===== src/rtl/demux4_1_tdm.sv =====
// ---------------------------------------------------------------------------
// demux4_1_tdm
//
// Registered 1-to-4 demultiplexer. It is the receive-side partner of a 4:1
// mux and fans a serialised word stream back out into four parallel channel
// registers.
//
// Each valid beat writes DIN into exactly one channel register. The target is
// chosen in one of two ways:
//   - Select mode (MODE=0): the target comes from {S1,S2}.
//   - TDM mode (MODE=1): the target comes from an internal slot counter.
//     FS (frame sync) forces the target back to slot 0.
//
// Ports
//   CLK    : system clock; all state updates on the rising edge
//   RST    : asynchronous reset, active-high
//   DIN    : input data word (WIDTH bits)
//   VALID  : DIN qualifier; nothing is captured when low
//   MODE   : 0 = select by {S1,S2}, 1 = TDM slot counter
//   S1,S2  : channel select (MSB, LSB); used only in select mode
//   FS     : frame sync; forces slot 0; used only in TDM mode with VALID
//   A..D   : channel 0..3 registers
//   STB    : per-channel write strobe, bit i = channel i written (bit 0 = A)
//   FRAME  : one-cycle pulse when channel D is written in TDM mode
//   SLOT   : current slot counter (next TDM target)
//   ERR    : sticky frame-misalignment flag, cleared only by RST
// ---------------------------------------------------------------------------
module demux4_1_tdm #(
    parameter int WIDTH = 1
) (
    input  logic             CLK,
    input  logic             RST,
    input  logic [WIDTH-1:0] DIN,
    input  logic             VALID,
    input  logic             MODE,
    input  logic             S1,
    input  logic             S2,
    input  logic             FS,
    output logic [WIDTH-1:0] A,
    output logic [WIDTH-1:0] B,
    output logic [WIDTH-1:0] C,
    output logic [WIDTH-1:0] D,
    output logic [3:0]       STB,
    output logic             FRAME,
    output logic [1:0]       SLOT,
    output logic             ERR
);

    logic [1:0]            idx;
    logic [3:0]            stb_d,   stb_q;
    logic                  frame_d, frame_q;
    logic [1:0]            slot_d,  slot_q;
    logic                  err_d,   err_q;
    logic [3:0][WIDTH-1:0] ch_out;

    // Target channel and the next state of the control registers.
    always_comb begin
        idx     = 2'd0;
        stb_d   = 4'b0000;
        frame_d = 1'b0;
        slot_d  = slot_q;
        err_d   = err_q;

        if (MODE) begin
            // Frame sync realigns to slot 0 within the same beat.
            idx = FS ? 2'd0 : slot_q;
        end else begin
            idx = {S1, S2};
        end

        if (VALID) begin
            stb_d = 4'b0001 << idx;
        end

        if (MODE) begin
            if (VALID) begin
                // Modulo-4 wrap comes from the 2-bit width.
                slot_d  = idx + 2'd1;
                frame_d = (idx == 2'd3);
                // Sync arriving anywhere other than slot 0 means the
                // transmitter and receiver disagreed about frame position.
                if (FS && (slot_q != 2'd0)) begin
                    err_d = 1'b1;
                end
            end
        end else begin
            // Select mode discards any partial TDM position, so the first
            // TDM beat afterwards always lands in A.
            slot_d = 2'd0;
        end
    end

    always_ff @(posedge CLK or posedge RST) begin
        if (RST) begin
            stb_q   <= 4'b0000;
            frame_q <= 1'b0;
            slot_q  <= 2'd0;
            err_q   <= 1'b0;
        end else begin
            stb_q   <= stb_d;
            frame_q <= frame_d;
            slot_q  <= slot_d;
            err_q   <= err_d;
        end
    end

    // One register per channel. The channel loads DIN only on the beat
    // whose strobe selects it, and holds its value otherwise.
    genvar gi;
    generate
        for (gi = 0; gi < 4; gi++) begin : g_chan
            logic [WIDTH-1:0] ch_d;
            logic [WIDTH-1:0] ch_q;

            always_comb begin
                ch_d = ch_q;
                if (stb_d[gi]) begin
                    ch_d = DIN;
                end
            end

            always_ff @(posedge CLK or posedge RST) begin
                if (RST) begin
                    ch_q <= '0;
                end else begin
                    ch_q <= ch_d;
                end
            end

            assign ch_out[gi] = ch_q;
        end
    endgenerate

    assign A     = ch_out[0];
    assign B     = ch_out[1];
    assign C     = ch_out[2];
    assign D     = ch_out[3];
    assign STB   = stb_q;
    assign FRAME = frame_q;
    assign SLOT  = slot_q;
    assign ERR   = err_q;

endmodule


===== config.mk =====
export PLATFORM = sky130hd
export DESIGN_NAME = demux4_1_tdm
export DESIGN_NICKNAME = d
export VERILOG_FILES = /design/src/rtl/demux4_1_tdm.sv
export SDC_FILE = /design/constraint.sdc
export NUM_CORES = 1
export LEC_CHECK = 0
export ABC_CLOCK_PERIOD_IN_PS = 1500
export CAP_MARGIN = 30
export CORE_AREA = 2 2 39 41
export CTS_CLUSTER_SIZE = 20
export DETAILED_ROUTE_END_ITERATION = 10
export DIE_AREA = 0 0 41 43
export PLACE_DENSITY = 0.74
export SYNTH_ARGS = -nofsm -noshare
export SYNTH_HDL_FRONTEND = slang
export SYNTH_SLANG_ARGS = --single-unit

===== constraint.sdc =====
create_clock -name CLK -period 1.5 [get_ports CLK]
set_input_delay 0.3 -clock CLK [delete_from_list [all_inputs] [get_ports CLK]]
set_output_delay 0.3 -clock CLK [all_outputs]
set_load 0.05 [all_outputs]

==> metrics <==
GRT overflow=0; Worst Tran Pin Value=0.425 ns; met1 Resource Use GR=19.3%; combinational power share=36.5%; final hold violation count=0; sequential share of the synthesized area=60.2%; GRT busiest layer=met2; crit start category=primary input; peak supply drop=0.635 mV; power share of the clock group=24.4%; share of flip-flops with an asynchronous set or reset=100%; critical path class=in2reg; hold_ws=0.324 ns; P_leak=0.416 nW; TritonCTS clock tree=done; EDFF count, synth=0; initial antenna violation count=0; placement row count=14; share of cells above drive strength 1=35.7%; Post-Syn Nets=52; vias in the first global route=393; yosys warns=0; fin cells=86; PD cells=1160 nW/um^2; first-pass GRT wire length=1700 microns; Placer Congestion=0.711; largest net degree at the start of global routing=13; Syn Inst Count=44; Final Cycle Share=95.0%; RSZ-0062 raised after global routing=true; Die Wd=41 microns; Setup WS post-layout=0.0748 ns; min Tclk post-route=1.43 ns; status=completed; Placed Cells incl. Taps=82; Fill cells=114; Root Buffer=clkbuf_4; ANT cells=0; Maximum Capacitance Violations=0; Initial DRT Pass Iterations=6; num ports=20; Setup Skew=0.00369 ns; WL per Instance=12.0 microns; total setup buffers inserted after CTS=0; Worst R2R Setup Slack=0.17 ns; Highest Clock Rate=702 MHz; DRC viols=0; Post-CTS Hold Buffers=0; max-slew violations=0; Sw Share=32.4%; count of different cell masters after synthesis=17; clk sinks=12; vias per inst=4.70; Total GRT Usage=14.6%; Initial Util=36.1%; Psw=334 uW; Port-buffer cells=19; Primary FF master, synth=dfrtp_1; HP Class=in2async; Yosys top cell area share=60.2%; CORE AREA=1380 sq um; setup violation total in the final timing report=0; WP data required=1.65 ns; P_int=697 uW; CP Capture Type=flop; area leader, netlist=dfrtp_1; area of the multi-input gates=184 sq um; DRT iter0 DRCs=3; flops & latches, synth=12; Max Buffers Root-to-Sink=2; M3 GR Usage=3.14%; die area=1760 sq um; Flop pwr share=39.1%; largest cells by area after synthesis=dfrtp_1 60%, mux2_1 9.0%, nand2_1 4.5%; Total Wirelength=1040 microns; via count=404; syn avg cell area=11.3 sq um; die height=43 microns; Clock Latency Late Sink=0.27 ns; Reg clk slew, reported paths=0.08 ns; synthesis-to-finish area growth=78.2%; post-DP HPWL=890 microns; Net count, final=79; Worst slew margin=71.6%; Post-Syn Area=499 sq um; WP data arrival=1.57 ns; list of most frequent post-synthesis cells=12 x dfrtp_1, 6 x nand2_1, 4 x inv_1, 4 x mux2_1, 4 x o21ai_0; CTS H-tree lvls=1; post-route ant nets=0; clock buffer count from CTS=3; register area=303 sq um; pre-CTS setup slack=-0.322 ns; crit path max fanout=3; top-count cell post-synth=dfrtp_1; M2 GR Usage=21.3%
[through the flow]
stage	cell area (sq um)	TNS, ns	util, %	total power, mW
2_1_floorplan	502	0	-	0.566
3_3_place_gp	855	-0.917	61.8	0.782
3_5_place_dp	855	-1.15	61.8	0.792
4_1_cts	890	0	64.3	1.05
5_1_grt	890	-0.000696	64.3	1.09
6_report	890	0	64.3	1.03
[flip-flops by register name, indices dropped and copies added (netlist names)]
register	flops
A	1
ERR	1
B	1
C	1
STB	4
FRAME	1
D	1
SLOT	2
[kinds of logic (layout without fill, tap and decap cells)]
kind of cell           after synthesis  after routing  share of synthesized area, %
and+or+nand+nor                     16             16                          17.3
DFF                                 12             12                          60.2
AOI/OAI and AO/OA                    8              8                          10.5
muxes                                4              4                          9.02
buffers and inverters                4             30                          3.01
[critical path, cell delays in order]
cell             delay [ns]
clkdlybuf4s50_1        0.43
nand3b_1               0.21
o21a_1                 0.14
nor2_1                 0.15
mux2_1                 0.35
[worst paths after layout]
| path | from | end | cells past startpoint |
|---|---|---|---|
| max in group asynchronous | RST | SLOT[0] | 2 |
| min in group CLK | ERR | ERR | 1 |
| setup / recovery | FS | B | 5 |
| hold reg to reg | ERR | ERR | 1 |
| setup reg to reg | SLOT[0] | A | 4 |
| hold / removal | RST | FRAME | 2 |
[power by group through the flow]
stage / registers, mW / clock network (mW) / logic [mW]
after global routing: 0.408 / 0.282 / 0.396
after CTS: 0.405 / 0.260 / 0.381
final: 0.403 / 0.251 / 0.377
after global placement: 0.409 / 0 / 0.373
after floorplan: 0.519 / 0 / 0.0466
after detailed placement: 0.411 / 0 / 0.381
[cell type report]
| type | count | area share (%) |
|---|---|---|
| Timing Repair Buffer | 22 | 37.3 |
| Multi-Input combinational cell | 28 | 20.7 |
| Inverter | 4 | 1.69 |
| Sequential cell | 12 | 34.0 |
| Clock buffer | 4 | 4.08 |
| Tap cell | 16 | 2.25 |
[what timing repair did]
item / CTS / global route
resized for setup: 1 / 1
endpoints found under the setup margin: 2 / 2
cloned: 0 / 0
[placed cells by master (no fill, tap or decap)]
master	Yosys	layout
clkdlybuf4s50_1	0	6
nand3_1	1	1
dfrtp_1	12	10
o21ai_1	0	1
and2_2	1	1
o21ai_0	4	3
nand2_1	6	6
buf_12	0	12
nor2_1	3	3
nand3b_2	1	1
nand3b_1	1	1
o2111ai_1	1	1
mux2_1	4	4
clkbuf_4	0	3
inv_1	4	4
a21boi_2	1	1
o21a_1	1	1
buf_4	0	3
nor2b_1	1	1
dlygate4sd2_1	0	1
a21oi_1	1	1
nand2b_2	1	1
nand2b_1	1	1
clkbuf_8	0	1
dfrtp_2	0	2
[metal layers]
layer	vias to the layer above	share of wire, %
met3	0	5.2
met4	0	0
met5	-	0
met2	13	55
li1	198	-
met1	193	40
Note: power is estimated with default switching activity, not from simulation.
